[src/rtl/keygen_sequencer.sv]
// keygen_sequencer: issues ML-DSA keygen datapath start strobes in dependency order.
// Also collects the done pulses, runs a per-stage watchdog and counts busy cycles.
module keygen_sequencer #(
    parameter int K       = 6,
    parameter int L       = 5,
    parameter int TIMEOUT = 1048576,
    parameter int CNT_W   = 32
) (
    input  logic             clock,
    input  logic             reset,
    input  logic             start_i,
    input  logic [255:0]     seed_i,
    output logic [271:0]     seed_buf_o,
    output logic             shake1_start_o,
    output logic             expand_start_o,
    output logic             etal_start_o,
    output logic             etak_start_o,
    output logic             ntt_start_o,
    output logic             mul_start_o,
    output logic             invntt_start_o,
    output logic             hash_start_o,
    input  logic             shake1_done_i,
    input  logic             expand_done_i,
    input  logic             etal_done_i,
    input  logic             etak_done_i,
    input  logic             ntt_done_i,
    input  logic             mul_done_i,
    input  logic             invntt_done_i,
    input  logic             hash_done_i,
    output logic             busy_o,
    output logic             done_o,
    output logic             error_o,
    output logic [2:0]       stage_o,
    output logic [CNT_W-1:0] cycles_o
);
    localparam int WD_W = $clog2(TIMEOUT) + 1;
    localparam logic [WD_W-1:0] WD_LAST = WD_W'(TIMEOUT - 1);

    typedef enum logic [2:0] {IDLE, SEED, SAMPLE, MUL, INVNTT, HASH, DONE, ERROR} state_t;

    state_t           state_q, state_d;
    logic [WD_W-1:0]  wd_q, wd_d;
    logic [3:0]       flg_q, flg_d, flg_now;
    logic [7:0]       stb_q, stb_d;
    logic [CNT_W-1:0] cycles_q, cycles_d;
    logic [271:0]     seed_buf_q, seed_buf_d;
    logic             busy_q, busy_d, done_q, done_d, error_q, error_d;
    logic             running, accept, advance;

    always_comb begin
        running = state_q inside {SEED, SAMPLE, MUL, INVNTT, HASH};
        accept = start_i && !running;
        // flag bits: 0 expand (fx), 1 etal (fl), 2 etak (fk), 3 ntt (fn); ntt only counts once launched
        flg_now = flg_q | {ntt_done_i & flg_q[1], etak_done_i, etal_done_i, expand_done_i};
        advance = (state_q == SEED && shake1_done_i)
            || (state_q == SAMPLE && flg_now[0] && flg_now[2] && flg_now[3])
            || (state_q == MUL && mul_done_i)
            || (state_q == INVNTT && invntt_done_i)
            || (state_q == HASH && hash_done_i);
        // progress beats the watchdog when both land in the same cycle
        state_d = accept ? SEED
            : !running ? state_q
            : advance ? state_t'(state_q + 3'd1)
            : (wd_q + 1'b1 == WD_LAST) ? ERROR
            : state_q;
        wd_d = (state_d != state_q || !running) ? '0 : wd_q + 1'b1;
        flg_d = state_d == SEED ? 4'b0 : state_q == SAMPLE ? flg_now : flg_q;
        stb_d = {
            state_q == INVNTT && state_d == HASH,
            state_q == MUL && state_d == INVNTT,
            state_q == SAMPLE && state_d == MUL,
            state_q == SAMPLE && state_d == SAMPLE && etal_done_i && !flg_q[1],
            {3{state_q == SEED && state_d == SAMPLE}},
            accept
        };
        busy_d = state_d inside {SEED, SAMPLE, MUL, INVNTT, HASH};
        done_d = state_q == HASH && state_d == DONE;
        error_d = state_d == ERROR;
        cycles_d = accept ? '0 : (running && cycles_q != '1) ? cycles_q + 1'b1 : cycles_q;
        seed_buf_d = accept ? {8'(L), 8'(K), seed_i} : seed_buf_q;
    end

    always_ff @(posedge clock) begin
        if (reset) begin
            state_q    <= IDLE;
            wd_q       <= '0;
            flg_q      <= '0;
            stb_q      <= '0;
            cycles_q   <= '0;
            seed_buf_q <= '0;
            busy_q     <= 1'b0;
            done_q     <= 1'b0;
            error_q    <= 1'b0;
        end else begin
            state_q    <= state_d;
            wd_q       <= wd_d;
            flg_q      <= flg_d;
            stb_q      <= stb_d;
            cycles_q   <= cycles_d;
            seed_buf_q <= seed_buf_d;
            busy_q     <= busy_d;
            done_q     <= done_d;
            error_q    <= error_d;
        end
    end

    assign seed_buf_o     = seed_buf_q;
    assign shake1_start_o = stb_q[0];
    assign expand_start_o = stb_q[1];
    assign etal_start_o   = stb_q[2];
    assign etak_start_o   = stb_q[3];
    assign ntt_start_o    = stb_q[4];
    assign mul_start_o    = stb_q[5];
    assign invntt_start_o = stb_q[6];
    assign hash_start_o   = stb_q[7];
    assign busy_o         = busy_q;
    assign done_o         = done_q;
    assign error_o        = error_q;
    assign stage_o        = state_q;
    assign cycles_o       = cycles_q;
endmodule
[config.mk]
export PLATFORM = sky130hd
export DESIGN_NAME = keygen_sequencer
export DESIGN_NICKNAME = d
export VERILOG_FILES = /design/src/rtl/keygen_sequencer.sv
export SDC_FILE = /design/constraint.sdc
export NUM_CORES = 1
export LEC_CHECK = 0
export BUFFER_PORTS_ARGS = -buffer_cell sky130_fd_sc_hd__buf_2
export CORE_AREA = 4 4 228 230
export CTS_BUF_LIST = sky130_fd_sc_hd__clkbuf_8
export DETAILED_ROUTE_END_ITERATION = 16
export DIE_AREA = 0 0 232 234
export GPL_TIMING_DRIVEN = 0
export HOLD_SLACK_MARGIN = 0.1
export PLACE_DENSITY = 0.52
export SLEW_MARGIN = 20
export SYNTH_ARGS = -nofsm -noshare
export SYNTH_HDL_FRONTEND = slang
export SYNTH_SLANG_ARGS = --single-unit
[constraint.sdc]
create_clock -name clock -period 3.15 [get_ports clock]
set_input_delay 0.63 -clock clock [delete_from_list [all_inputs] [get_ports clock]]
set_output_delay 0.63 -clock clock [all_outputs]
set_load 0.1 [all_outputs]
; Yosys cells after proc, flatten, opt, wreduce, memory -nomap -nowiden
; Cells that the tools add are included.
[totals]
reg_bits = 328
input_bits = 267
out_inout_bits = 318
wordCells = 62
[classes]
add_sub_neg = 3
eq_ne = 15
mux = 4
bitwise_logic = 2
reduce_logical = 29
[op_table]
columns = cell, n
row1 = "adder 32 x 1 -> 32 bit, second input constant", 1
row2 = "inequality test 32 bit, second input constant", 1
row3 = "adder 21 x 1 -> 21 bit, second input constant", 1
row4 = "== test 21 x 20 -> 1 bit, second input constant", 1
row5 = "== test 3 bit, second input constant", 6
row6 = logical AND 1 bit, 17
row7 = "== test 3 x 2 -> 1 bit, second input constant", 4
row8 = 2-to-1 mux 3 bit, 4
row9 = nonzero test 5 bit, 2
row10 = "== test 3 x 1 -> 1 bit, second input constant", 2
row11 = OR reduction 2 bit, 3
row12 = logical OR 1 bit, 5
row13 = OR 4 bit, 1
row14 = "adder 3 x 1 -> 3 bit, second input constant", 1
row15 = inequality test 3 bit, 1
row16 = zero test 1 bit, 2
row17 = bitwise AND 1 bit, 1

; Depth between registers and ports, before layout
; Gate-level depths: netlist of the first run.
[depth]
ltp_word = 16
depth_mapped = 11
depth_no_buf = 11

; Worst setup path before layout of the first run
; No wires, ideal clock.
[synth_timing]
kind = reg2reg
startpoint = register cycles_q[9], in the netlist cycles_o[9]
endpoint = register cycles_q[15], in the netlist cycles_o[15]
setup_time_ns = 0.128
arrival_ns = 3.271
path_slack_ns = -0.249
path_stages_with_launch = 11
path_buffers = 2
period_less_slack_ns = 3.399
cell_sequence = dfxtp_1 > and4_1 > nand4_1 > or4_1 > o31a_1 > clkbuf_1 > and3_1 > clkbuf_1 > nand4_1 > xor2_1 > nor2_1
[synth_between]
elab_chain_cells = 2
elab_cells_between_ends = 3
cone_classes = add/sub (1) / eq/ne (1) / reduce/logical (1)
[synth_rtl]
columns = item, line
row1 = start: declaration, 45  ; logic [CNT_W-1:0] cycles_q, cycles_d;
row2 = start signal: assignment, 99  ; cycles_q <= cycles_d;
row3 = "parallel branches: the longest is 2 deep, another holds adder 32 x 1 -> 32 bit", --
; Several ways; the timed one is not identified.
; A chain may end at the register's enable or synchronous reset.

; Worst setup path after layout of the first run
[layout_timing]
startpoint = register wd_q[2]
endpoint = register wd_q[7]
[layout_between]
elab_chain_cells = 9
[layout_rtl]
columns = item, line
row1 = start: declaration, 42  ; logic [WD_W-1:0] wd_q, wd_d;
row2 = start signal: assignment, 96  ; wd_q <= wd_d;
row3 = adder 21 x 1 -> 21 bit *, "64, 66"
row4 = == test 21 x 20 -> 1 bit, 64  ; : (wd_q + 1'b1 == WD_LAST) ? ERROR
row5 = 2-to-1 mux 3 bit, 64
row6 = 2-to-1 mux 3 bit, 63  ; : advance ? state_t'(state_q + 3'd1)
row7 = 2-to-1 mux 3 bit, 62  ; : !running ? state_q
row8 = 2-to-1 mux 3 bit, 61  ; state_d = accept ? SEED
row9 = inequality test 3 bit, 66  ; wd_d = (state_d != state_q || !running) ? '0 : wd_q + 1'b1;
row10 = logical OR 1 bit, 66
row11 = OR reduction 2 bit (no line), --
; Mark *: on every way between the ends. The rest lies on a longest branch, timed or not.

==> flow_summary_export.csv, run 1 <==
group,metric,value,unit
die,ios,585,
hold_path,min-delay-start,"seed_i[155]",
synth,synth.distinct_cells,58,
drt,wl_per_cell,16.8,um
synth,avgSynthCellArea,7.95,um2
synth,ys.flop_type,"dfxtp_1",
sta,setup_tns,0,ns
clock_tree,tritoncts,"done",
sta,fin_crit_sh,92.6,%
sta,tightest_slew,0.784,ns
synth,synthXorXnorAreaFrac,2.91,%
final_layout,finish.instance_area,17400,um2
final_layout,areaGrowthSynthToFinish,41.0,%
sta,max_freq,343,MHz
synth,synth_top_family_by_area,"simple AND/OR/NAND/NOR gates",
die,initial_utilization,24.7,%
global_routing,grt_first_pass_wirelength,71900,um
critical_path,arrival,3.42,ns
synth,synth-adder-area-share,0.913,%
synth,ys_seq_area_share,52.9,%
critical_path,cp.required,3.65,ns
pwr,p_leak,0.00785,uW
run,cap_viol_max_count,0,
pwr,vdd_drop_max,0.421,mV
final_layout,num-nets-final,2472,
clock_tree,root_buffer,"clkbuf_8",
critical_path,endpoint_kind,"register",
hold_path,min_path_type,"input port to register",
global_routing,grt.overflow.total,0,
die,rows,82,
critical_path,max_stage_delay,0.51,ns
sta,rsz0062_at_grt,"false",
drt,antenna_left,0,
clock_tree,path_clk_slew,0.06,ns
global_routing,grt_antenna_before_repair,9,
run_status,status,"finished, final reports clean",
critical_path,path_delay_family,"simple AND/OR/NAND/NOR gates",
critical_path,r2r_slack,0.23,ns
critical_path,startpoint,"wd_q[2]",
place,place_congestion,0.892,
critical_path,startpoint_type,"register",
critical_path,crit_type,"register to register",
sta,period_minus_slack,2.92,ns
drt,dr.first_iter.drc_count,566,
die,die_w,232,um
synth,synthSimpleGateAreaFrac,24.9,%
drt,viasPerCell,4.38,
sta,fin_skew,0.0347,ns
place,place_area,16100,um2
drt,drc_errors,0,
sta,relSlewSlack,47.7,%
synth,synth_edf_count,0,
clock_tree,cts_buffer_depth,3,
synth,synth_cells,1551,
synth,synth_area,12300,um2
final_layout,drive_above_1_share,32.0,%
global_routing,grt_util_all_layers,16.9,%
clock_tree,clock_latency,0.64,ns
clock_tree,cts.sinks,326,
critical_path,crit_chain,"and4_1 -> buf_4 -> nand3_4 -> or4_4 -> a2111oi_4 -> and4_4 -> o21ai_4 -> o221ai_2 -> buf_2 -> nor2_1",
clock_tree,cts_buffers,58,
drt,vias,12792,
sta,slew_violations,0,
critical_path,cp.buffers_inverters,2,
final_layout,fill_cells,5390,
critical_path,path_max_fanout,10,
sta,setup_viol,0,
pwr,total_power,12800,uW
global_routing,grt_pass1_vias,12505,
drt,drt_wl_total,49000,um
die,core,49900,um2
synth,synth-seq-cells,326,
place,place_hpwl,38500,um
synth,async_flop_share,0,%
synth,synthMuxAreaShare,0.0812,%
sta,whs,0.234,ns
synth,synth-warning-count,0,
pwr,power_density,736,nW/um2
global_routing,grt_max_degree,16,
critical_path,reg2reg_from,"wd_q[2]",
die,dieArea,54300,um2
critical_path,cp_slowest_cell,"or4_4",
die,fp.dieH,234,um
drt,drt_first_pass_iters,6,
synth,synth-compound-area-share,13.5,%
clock_tree,h-tree-depth,2,
sta,final_hold_viol_count,0,
place,io_buffers,571,
-- routing by layer --
metal	global-route usage, %	up-vias	wire length [um]
met2	28.2	443	23300
met5	0	-	45
li1	-	6364	-
met3	6.64	104	4520
met1	19.1	5873	19100
met4	7.45	8	2000
-- power by group --
| group | switching (uW) | internal, uW |
|---|---|---|
| clock network | 1800 | 2350 |
| registers | 165 | 4440 |
| logic | 3390 | 655 |
| total | 5360 | 7450 |
-- cell type report --
class / instances / area (um2) / area share, %
Antenna cell: 6 / 15.0 / 0.0863
Buffer: 121 / 544 / 3.13
Clock buffer: 74 / 1020 / 5.85
Clock inverter: 31 / 220 / 1.27
Inverter: 14 / 52.6 / 0.302
Multi-Input combinational cell: 1100 / 5290 / 30.4
Sequential cell: 326 / 6530 / 37.6
Tap cell: 672 / 841 / 4.83
Timing Repair Buffer: 575 / 2890 / 16.6
-- worst paths after layout --
| path | endpoint | depth (start not counted) |
|---|---|---|
| setup / recovery | wd_q[7] | 10 |
| hold / removal | seed_buf_o[155] | 3 |
| setup reg to reg | wd_q[7] | 10 |
| hold reg to reg | seed_buf_o[6] | 2 |
-- sequential cells by signal (all words and copies together) (netlist names) --
| signal | cells |
|---|---|
| stb_q | 6 |
| flg_q | 4 |
| busy_o | 1 |
| seed_buf_o | 257 |
| cycles_o | 32 |
| error_o | 1 |
| stage_o | 3 |
| done_o | 1 |
| wd_q | 21 |
-- repair_timing --
action	4_1_cts	5_1_grt
resized for setup	3	17
setup endpoints to repair	112	211
hold buffers	0	0
buffers inserted	0	4
cloned	0	0
pin swaps	0	2
-- per-stage QoR --
step	setup slack, ns	instances	utilization [%]
after global routing	0.00671	2917	34.9
final	0.232	2919	34.9
after detailed placement	-0.358	2805	32.2
after global placement	-0.381	2805	32.2
after floorplan	-0.00574	1562	-
after CTS	0.00983	2910	34.7
-- cell families after synthesis --
group / after synthesis
compound gates: 308
xor+xnor: 41
buf+inv: 136
fa+ha+maj: 9
mux: 1
other cells: 1
flops: 326
simple gates: 729
-- worst register-to-register path, stage by stage (launching register included) --
cell and delay, ns:
dfxtp_1 0.43, and4_1 0.23, buf_4 0.16, nand3_4 0.10
or4_4 0.51, a2111oi_4 0.35, and4_4 0.31, o21ai_4 0.11
o221ai_2 0.23, buf_2 0.28, nor2_1 0.08
-- layout by cell type (no fill, tap or decap), types with 3 or more instances in the layout --
cell type,instances
and2_1,6
ha_1,9
clkbuf_8,74
nand2b_1,4
clkinvlp_4,4
nor3_1,13
or3_1,9
buf_4,23
nor3_2,3
xor2_1,24
inv_1,32
nor4b_1,3
a211oi_1,5
dfxtp_2,5
diode_2,6
conb_1,12
o21ai_0,10
bufinv_16,3
nor3b_1,4
nand4_1,19
clkinv_2,4
nand2_1,539
clkbuf_2,7
a21oi_1,271
buf_2,576
xnor2_1,17
clkbuf_1,80
a31oi_1,3
buf_1,9
dfxtp_1,321
and3_1,12
nand3b_1,3
nand3_1,20
nor2_1,69
nor4_1,7
-- Yosys cell counts (2+ instances only) --
master / number / share of area (%)
nand2_1: 540 / 16
dfxtp_1: 326 / 53
a21oi_1: 271 / 11
clkbuf_1: 89 / 2.7
nor2_1: 69 / 2.1
xor2_1: 24 / 1.7
nand3_1: 20 / 0.81
buf_4: 19 / 1.2
nand4_1: 19 / 0.96
xnor2_1: 17 / 1.2
nor3_1: 14 / 0.57
inv_1: 13 / 0.40
and3_1: 12 / 0.61
o21ai_0: 10 / 0.41
buf_1: 9 / 0.27
ha_1: 9 / 0.91
or3_1: 9 / 0.46
nor4_1: 8 / 0.41
and2_1: 6 / 0.30
a211oi_1: 5 / 0.30
buf_2: 5 / 0.20
nand2b_1: 4 / 0.20
nor3b_1: 4 / 0.24
a31oi_1: 3 / 0.15
nand3b_1: 3 / 0.18
nor4b_1: 3 / 0.21
a2bb2oi_1: 2 / 0.14
and4_1: 2 / 0.14
nand4b_1: 2 / 0.14
nor2b_1: 2 / 0.10
nor3_2: 2 / 0.16
o21a_1: 2 / 0.12
o31ai_1: 2 / 0.12
or4_1: 2 / 0.12
Power figures use the tool's default switching activity.
==> inputs of run 2 (changes only) <==
--- a/config.mk
+++ b/config.mk
@@ -6,13 +6,13 @@
 export NUM_CORES = 1
 export LEC_CHECK = 0
 export BUFFER_PORTS_ARGS = -buffer_cell sky130_fd_sc_hd__buf_2
-export CORE_AREA = 4 4 228 230
+export CORE_AREA = 4 4 227 229
 export CTS_BUF_LIST = sky130_fd_sc_hd__clkbuf_8
 export DETAILED_ROUTE_END_ITERATION = 16
-export DIE_AREA = 0 0 232 234
+export DIE_AREA = 0 0 231 233
 export GPL_TIMING_DRIVEN = 0
 export HOLD_SLACK_MARGIN = 0.1
-export PLACE_DENSITY = 0.52
+export PLACE_DENSITY_LB_ADDON = 0.1
 export SLEW_MARGIN = 20
 export SYNTH_ARGS = -nofsm -noshare
 export SYNTH_HDL_FRONTEND = slang
==> run 2 against run 1 <==
Sequential share of layout area grew 0.092 points. Critical path type unchanged. Largest cell class unchanged. Fmax down 0.23%. Combinational power about the same. Core utilization increased by 0.059 points. Cell area fell by 0.24%. Hold slack worse by 0.014 ns. Critical path depth is the same. Clock power fell by 4%. Non-clock buffer count did not move. Highest routed layer unchanged. Via count fell by 0.63%.
==> flow_summary_export.csv, run 2 (same netlist as run 1, synthesis figures left out) <==
group,metric,value,unit
global_routing,grt.overflow.total,0,
final_layout,areaGrowthSynthToFinish,40.7,%
place,place_hpwl,40900,um
sta,slew_violations,0,
sta,tightest_slew,0.715,ns
place,place_congestion,0.832,
drt,drt_first_pass_iters,4,
final_layout,finish.instance_area,17400,um2
die,core,49700,um2
final_layout,fill_cells,5493,
drt,viasPerCell,4.36,
critical_path,cp_slowest_cell,"or4_1",
critical_path,path_delay_family,"simple AND/OR/NAND/NOR gates",
final_layout,final_cell_mix,"575 x buf_2, 540 x nand2_1, 321 x dfxtp_1",
global_routing,grt_pass1_vias,12451,
sta,setup_ws,0.225,ns
die,ios,585,
final_layout,largest_register_ffs,257,
die,dieArea,53800,um2
global_routing,grt_first_pass_wirelength,75700,um
clock_tree,clock_latency,0.64,ns
final_layout,drive_above_1_share,32.4,%
drt,antenna_left,0,
sta,period_minus_slack,2.92,ns
clock_tree,path_clk_slew,0.06,ns
pwr,vdd_drop_max,0.375,mV
critical_path,cp.buffers_inverters,2,
place,pre_cts_ws,-0.121,ns
place,place_area,16100,um2
place,io_buffers,571,
pwr,power_density,729,nW/um2
drt,wl_per_cell,17.8,um
sta,relSlewSlack,52.3,%
critical_path,crit_chain,"and4_1 -> nand4_1 -> or4_1 -> o31a_1 -> clkbuf_1 -> and3_1 -> clkbuf_1 -> nand4_1 -> xor2_1 -> nor2_1",
sta,rsz0062_at_grt,"true",
drt,vias,12712,
clock_tree,cts.sinks,326,
drt,drt_wl_total,51800,um
global_routing,grt_max_degree,16,
sta,setup_viol,0,
drt,drc_errors,0,
die,die_w,231,um
clock_tree,cts_hold_buffers,0,
critical_path,endpoint_kind,"register",
drt,dr.first_iter.drc_count,522,
pwr,p_leak,0.00786,uW
clock_tree,root_buffer,"clkbuf_8",
sta,max_freq,342,MHz
die,initial_utilization,24.8,%
final_layout,num-nets-final,2473,
die,fp.dieH,233,um
critical_path,startpoint_type,"register",
critical_path,max_stage_delay,0.64,ns
critical_path,arrival,3.44,ns
hold_path,min_path_type,"input port to register",
clock_tree,tritoncts,"done",
global_routing,grt_util_all_layers,18.1,%
final_layout,final_common_cell,"buf_2",
sta,final_hold_viol_count,0,
critical_path,path_max_fanout,7,
critical_path,crit_type,"register to register",
clock_tree,cts_buffer_depth,3,
clock_tree,cts_buffers,59,
sta,fin_crit_sh,92.9,%
global_routing,grt_antenna_before_repair,11,
run_status,status,"finished, final reports clean",
clock_tree,h-tree-depth,2,
die,rows,82,
critical_path,cp.required,3.66,ns
sta,fin_skew,0.0126,ns
run,cap_viol_max_count,0,
run 2: changes by cell type in the layout (fill, tap and decap cells not counted), moves of 2 or more:
cell | before | now
clkbuf_2 | 7 | 15
bufinv_16 | 3 | 0
clkinvlp_4 | 4 | 1
nor4b_1 | 3 | 1
diode_2 | 6 | 8
clkbuf_1 | 80 | 73
clkbuf_8 | 74 | 77
nor4b_2 | 0 | 2
inv_1 | 32 | 30
run 2: tightest hold or removal path, delay by kind of cell:
| kind | cells | cell delay, ns |
|---|---|---|
| AO/OA/AOI/OAI | 1 | 0.05 |
| buffers and inverters | 1 | 0.09 |
| AND/OR/NAND/NOR | 1 | 0.04 |
run 2: layer usage:
metal,part of all wire (%),up-vias,GRT usage (%)
met4,2.1,8,5.36
met3,7.7,80,6.34
met5,0.14,-,0
li1,-,6380,-
met2,50,392,32.0
met1,40,5852,20.7
run 2: power by group:
part / leakage [uW] / internal [uW] / switching, uW
logic: 0.00452 / 661 / 3410
clock network: 0.000666 / 2160 / 1810
registers: 0.00267 / 4440 / 165
run 2: metrics by stage:
| stage | instances | utilization, % | hold slack [ns] | TNS [ns] | total power [uW] |
|---|---|---|---|---|---|
| 6_report | 2916 | 34.9 | 0.220 | 0 | 12600 |
| 5_1_grt | 2909 | 34.9 | 0.154 | -0.00784 | 13300 |
| 4_1_cts | 2905 | 34.8 | 0.137 | 0 | 12900 |
| 3_5_place_dp | 2805 | 32.4 | 0.443 | -4.71 | 8790 |
| 3_3_place_gp | 2805 | 32.4 | 0.439 | -8.76 | 8770 |
| 2_1_floorplan | 1562 | - | 0.455 | -0.00574 | 7860 |
run 2: path summary, 6_finish.rpt:
| path | startpoint | end | slack, ns | cells past startpoint |
|---|---|---|---|---|
| setup / recovery | cycles_o[11] | cycles_o[15] | 0.23 | 10 |
| hold / removal | seed_i[156] | seed_buf_o[156] | 0.22 | 3 |
| setup reg to reg | cycles_o[11] | cycles_o[15] | 0.23 | 10 |
| hold reg to reg | seed_buf_o[19] | seed_buf_o[19] | 0.45 | 2 |
run 2: repair_timing:
item | in CTS | in global routing
resized for setup | 4 | 39
setup endpoints to repair | 124 | 164
buffers inserted | 0 | 3
run 2: cell type report:
cell class                      count  area (um2)  share of cell area (%)
Antenna cell                        8        20.0                   0.115
Buffer                            122         561                    3.23
Clock buffer                       77        1060                    6.11
Clock inverter                     23         103                   0.591
Inverter                           14        52.6                   0.303
Multi-Input combinational cell   1100        5310                    30.6
Sequential cell                   326        6530                    37.6
Tap cell                          672         841                    4.84
Timing Repair Buffer              574        2880                    16.6
